<file path="src/rtl/pipeline_ctrl.sv">
// Pipeline hazard/exception controller: priority-decoded per-stage stalls, exception
// flush with one-cycle settle, stall watchdog and activity counters.
module pipeline_ctrl #(
  parameter logic [31:0] EXC_VECTOR = 32'h00000020,
  parameter logic [15:0] TIMEOUT    = 16'd1024
) (
  input  logic        clk,
  input  logic        rst,
  input  logic        stallreq_if,
  input  logic        stallreq_id,
  input  logic        stallreq_ex,
  input  logic        stallreq_mem,
  input  logic [31:0] excepttype_i,
  input  logic [31:0] cp0_epc_i,
  output logic [5:0]  stall,
  output logic        flush,
  output logic [31:0] new_pc,
  output logic        stall_timeout,
  output logic [31:0] stall_cycles,
  output logic [15:0] flush_count
);

  localparam logic [31:0] ERET_CODE = 32'h0000000e;

  typedef enum logic {IDLE, SETTLE} state_t;

  state_t      state_reg, state_next;
  logic [15:0] run_reg, run_next;
  logic        timeout_reg, timeout_next;
  logic [31:0] stall_cycles_reg, stall_cycles_next;
  logic [15:0] flush_count_reg, flush_count_next;

  logic [2:0]  stall_level;
  logic [5:0]  stall_raw;
  logic [5:0]  stall_core;
  logic        flush_core;
  logic [31:0] new_pc_core;
  logic        stalled;

  // Deepest requesting stage sets how many low-order stages are held.
  always_comb begin
    stall_level = 3'd0;
    if (stallreq_mem)     stall_level = 3'd5;
    else if (stallreq_ex) stall_level = 3'd4;
    else if (stallreq_id) stall_level = 3'd3;
    else if (stallreq_if) stall_level = 3'd2;
  end

  genvar gi;
  generate
    for (gi = 0; gi < 6; gi++) begin : g_stall_mask
      assign stall_raw[gi] = (stall_level > 3'(gi));
    end
  endgenerate

  always_comb begin
    state_next  = state_reg;
    flush_core  = 1'b0;
    new_pc_core = 32'd0;
    stall_core  = stall_raw;
    case (state_reg)
      IDLE: begin
        if (excepttype_i != 32'd0) begin
          flush_core  = 1'b1;
          stall_core  = 6'b000000;
          new_pc_core = (excepttype_i == ERET_CODE) ? cp0_epc_i : EXC_VECTOR;
          state_next  = SETTLE;
        end
      end
      SETTLE:  state_next = IDLE;
      default: state_next = IDLE;
    endcase
  end

  // Reset only masks the visible outputs; the registers clear through the async path.
  assign stall  = rst ? stall_core  : 6'b000000;
  assign flush  = rst ? flush_core  : 1'b0;
  assign new_pc = rst ? new_pc_core : 32'd0;

  assign stalled = (stall_core != 6'b000000);

  always_comb begin
    run_next          = 16'd0;
    if (stalled)
      run_next        = (run_reg == 16'hFFFF) ? run_reg : run_reg + 16'd1;
    timeout_next      = timeout_reg | (stalled && (run_next >= TIMEOUT));
    stall_cycles_next = stall_cycles_reg + {31'd0, stalled};
    flush_count_next  = flush_count_reg;
    if (flush_core && (flush_count_reg != 16'hFFFF))
      flush_count_next = flush_count_reg + 16'd1;
  end

  always_ff @(posedge clk or negedge rst) begin
    if (!rst) begin
      state_reg        <= IDLE;
      run_reg          <= 16'd0;
      timeout_reg      <= 1'b0;
      stall_cycles_reg <= 32'd0;
      flush_count_reg  <= 16'd0;
    end else begin
      state_reg        <= state_next;
      run_reg          <= run_next;
      timeout_reg      <= timeout_next;
      stall_cycles_reg <= stall_cycles_next;
      flush_count_reg  <= flush_count_next;
    end
  end

  assign stall_timeout = timeout_reg;
  assign stall_cycles  = stall_cycles_reg;
  assign flush_count   = flush_count_reg;

endmodule
</file>
<file path="config.mk">
export PLATFORM = sky130hd
export DESIGN_NAME = pipeline_ctrl
export DESIGN_NICKNAME = d
export VERILOG_FILES = /design/src/rtl/pipeline_ctrl.sv
export SDC_FILE = /design/constraint.sdc
export NUM_CORES = 1
export LEC_CHECK = 0
export ABC_AREA = 1
export CAP_MARGIN = 5
export CORE_UTILIZATION = 55
export CTS_BUF_LIST = sky130_fd_sc_hd__clkbuf_8
export DETAILED_ROUTE_END_ITERATION = 16
export DONT_BUFFER_PORTS = 1
export GPL_ROUTABILITY_DRIVEN = 0
export PLACE_DENSITY = 0.7
export SLEW_MARGIN = 20
export SYNTH_ARGS = -nofsm -noshare
export SYNTH_HDL_FRONTEND = slang
export SYNTH_SLANG_ARGS = --single-unit
</file>
<file path="constraint.sdc">
create_clock -name clk -period 2.15 [get_ports clk]
set_input_delay 0.1075 -clock clk [delete_from_list [all_inputs] [get_ports clk]]
set_output_delay 0.1075 -clock clk [all_outputs]
set_load 0.01 [all_outputs]
</file>
==> key figures <==
Logic synthesis
  – Synth cell types: 32
  – Post-Syn Area: 0.00401 sq mm
  – Sequential-to-total area share from yosys stat: 0.412
  – Post-Syn Instances: 524
  – Synth area leaders: dfrtp_1, nand2_1, nor2_1
  – YS warnings: 0
  – Top cell type's share of synthesized area: 0.412
  – Mean Syn Cell Area: 7.65 sq um
  – Syn Nets: 598
  – Post-synth EDFFs: 0
  – Main flop type after synthesis: dfrtp_1
  – #FFs+latches synth: 66
  – Post-synthesis cell type with the largest combined area: dfrtp_1
  – Asr flop ratio synth: 1.00

Drt
  – Via Count: 3425
  – DR pass1 iterations: 4
  – Drc violations: 0
  – DR iter-0 viols: 147
  – Post-DRT Antenna Nets: 0
  – Routed WL: 9820 um
  – Vias per cell: 5.29
  – Drt wl/cell: 15.2 um

Final layout
  – Final nets: 620
  – Max FFs per register: 32
  – Leading cell types in the layout, fill and taps excluded: nand2_1, nor2_1, dfrtp_1
  – # diodes: 0
  – Area growth, synth to finish: 11.9%
  – Most common cell after layout, fill and taps aside: nand2_1
  – Fraction of layout cells with a size suffix above 1: 0.138

Clocking
  – H-tree depth: 3
  – Clk root buf: clkbuf_8
  – TritonCTS Buffers: 9
  – Clock-pin transition on the worst setup and hold timing paths: 0.08 ns
  – CTS tree: done
  – Clock latency on the worst-skew pair: 0.35 ns
  – CTS max path bufs: 2
  – Clock sink count: 66

Die
  – # IOs: 158
  – Core area: 0.00691 sq mm
  – Chip Height: 87.4 um
  – Die ar.: 0.00763 sq mm
  – Rows: 30
  – Die X: 87.4 um
  – Initial Util: 0.580

Power
  – Power Total: 2.79 mW
  – Sequential fraction of design power: 0.511
  – Pwr dens: 622 mW/mm^2
  – Leak pwr: 2.09 nW
  – Sw Share: 0.242
  – Clock share of power: 0.445
  – Switching power: 676 uW
  – P_int: 2.11 mW
  – Maximum VDD drop: 0.000796 V
  – Logic pwr share: 0.044

STA
  – Fmax: 0.501 GHz
  – Period utilisation layout: 0.928
  – Final Slew Violations: 0
  – Final Hold Viols: 0
  – Setup TNS: 0 ns
  – Final Hold Slack: 0.117 ns
  – Slew headroom: 0.641
  – Actual slew at the worst max-slew pin: 0.533 ns
  – Crit path time final: 2.00 ns
  – Clk_skew: 0.0120 ns
  – Final setup fails: 0

Min path
  – WHS Path Cells: 3
  – Tightest Hold Check Type: input pin to register
  – Hold Crit Endpoint: stall_cycles[0]
  – Hold Crit Start: stallreq_if

GRT
  – Largest net degree at the start of global routing: 67
  – First-pass GRT wire length: 15400 um
  – GRT Residual Overflow: 0
  – Global Route Usage Sum: 0.268
  – Initial antenna violation count: 0
  – Vias in the first global route: 3307

Worst setup path
  – RR Startpoint: state_reg
  – Setup slack, reg-to-reg: 0.15 ns
  – Buf+Inv Stages, Crit Path: 0
  – CP top delay family: simple AND/OR/NAND/NOR gates
  – Req. time, crit path: 2.41 ns
  – Worst setup SP type: register
  – CP Data Arrival Time: 2.26 ns
  – CP cell instances: nor2_4, nor2_4, ha_2, ha_4, nand3_2, nor2_4, nand2_2, nor2_4, nand3_2, nor2_2, nand2_1, nor2_2, xor2_1
  – Reg-to-Reg End: stall_cycles[24]
  – Crit path max fanout: 3
  – CP Capture Type: register
  – Slowest CP cell: dfrtp_1
  – Crit path top cell by count: nor2_4
  – Reg2reg path depth: 13
  – CP Class: register to register
  – Worst path max stage delay: 0.39 ns

Placement
  – Port Buffers: 0
  – Dpl hpwl: 7300 um

Job
  – Number of max-cap violations: 0

Status
  – Status: completed
[worst register-to-register path: cells and delay by family, from the launching register on]
kind	cells	cell delay [ns]
fa+ha+maj	2	0.38
simple gates	10	1.01
xor+xnor	1	0.15
flops	1	0.39
[worst max-delay path by stage]
stage	slack (ns)	start	end	cells after the start
after floorplan	0.03	excepttype_i[31]	stall_cycles[24]	18
after global placement	0.0008	excepttype_i[29]	stall_cycles[24]	18
after detailed placement	-0.09	excepttype_i[29]	stall_cycles[24]	18
after CTS	0.09	state_reg	stall_cycles[24]	13
after global routing	-0.007	state_reg	stall_cycles[24]	13
final	0.15	state_reg	stall_cycles[24]	13
[Yosys cell counts, drive strengths merged (4+ instances only)]
master  number
nand2      130
nor2       108
dfrtp       66
inv         53
nand3       37
xor2        36
nor3        19
nand4       14
xnor2       12
buf         11
o21ai        8
a21oi        6
a31oi        4
ha           4
or2          4
[power groups by stage]
| stage | sequential [mW] | clock (mW) | combinational, mW |
|---|---|---|---|
| detailed placement | 1.44 | 0 | 0.0844 |
| finish | 1.43 | 1.24 | 0.121 |
| global placement | 1.44 | 0 | 0.0800 |
| global route | 1.44 | 1.32 | 0.142 |
| floorplan | 1.42 | 0 | 0.0721 |
| CTS | 1.42 | 1.26 | 0.118 |
[metal layers]
metal,global-route usage,share of wire
met5,0,0
met4,0.0790,0.014
met3,0.0834,0.072
met2,0.450,0.50
met1,0.331,0.42
[metrics by stage]
stage               cell area [sq um]  setup WS [ns]  cells   util
CTS                              4460         0.0914    646  0.646
global route                     4480       -0.00662    647  0.649
global placement                 4190       0.000757    628  0.607
floorplan                        4010         0.0280    524      -
finish                           4480          0.155    647  0.649
detailed placement               4190        -0.0942    628  0.607
[area by class of cell]
cell class                 count  area, sq um
inverter                      53          199
fill                         610         2420
clock buffer                   9          124
sequential                    66         1650
timing repair buffer          22          188
multi-input combinational    394         2090
clock inverter                 7          110
tap                           96          120
[logic make-up (layout without fill, tap and decap cells)]
family | Yosys count | after routing | share of synthesized area
AND/OR/NAND/NOR | 323 | 323 | 0.374
AO/OA/AOI/OAI | 18 | 18 | 0.0237
buffers and inverters | 64 | 91 | 0.0696
flip-flops | 66 | 66 | 0.412
XOR/XNOR | 48 | 48 | 0.107
adder cells (fa/ha/maj) | 4 | 4 | 0.0125
other | 1 | 1 | 0.000936
[what timing repair did]
item | 4_1_cts | 5_1_grt
resized for setup | 0 | 3
setup buffers | 0 | 1
hold buffers | 2 | 0
hold endpoints to repair | 66 | 0
setup endpoints to repair | 0 | 1
(Power assumes the default switching activity.)
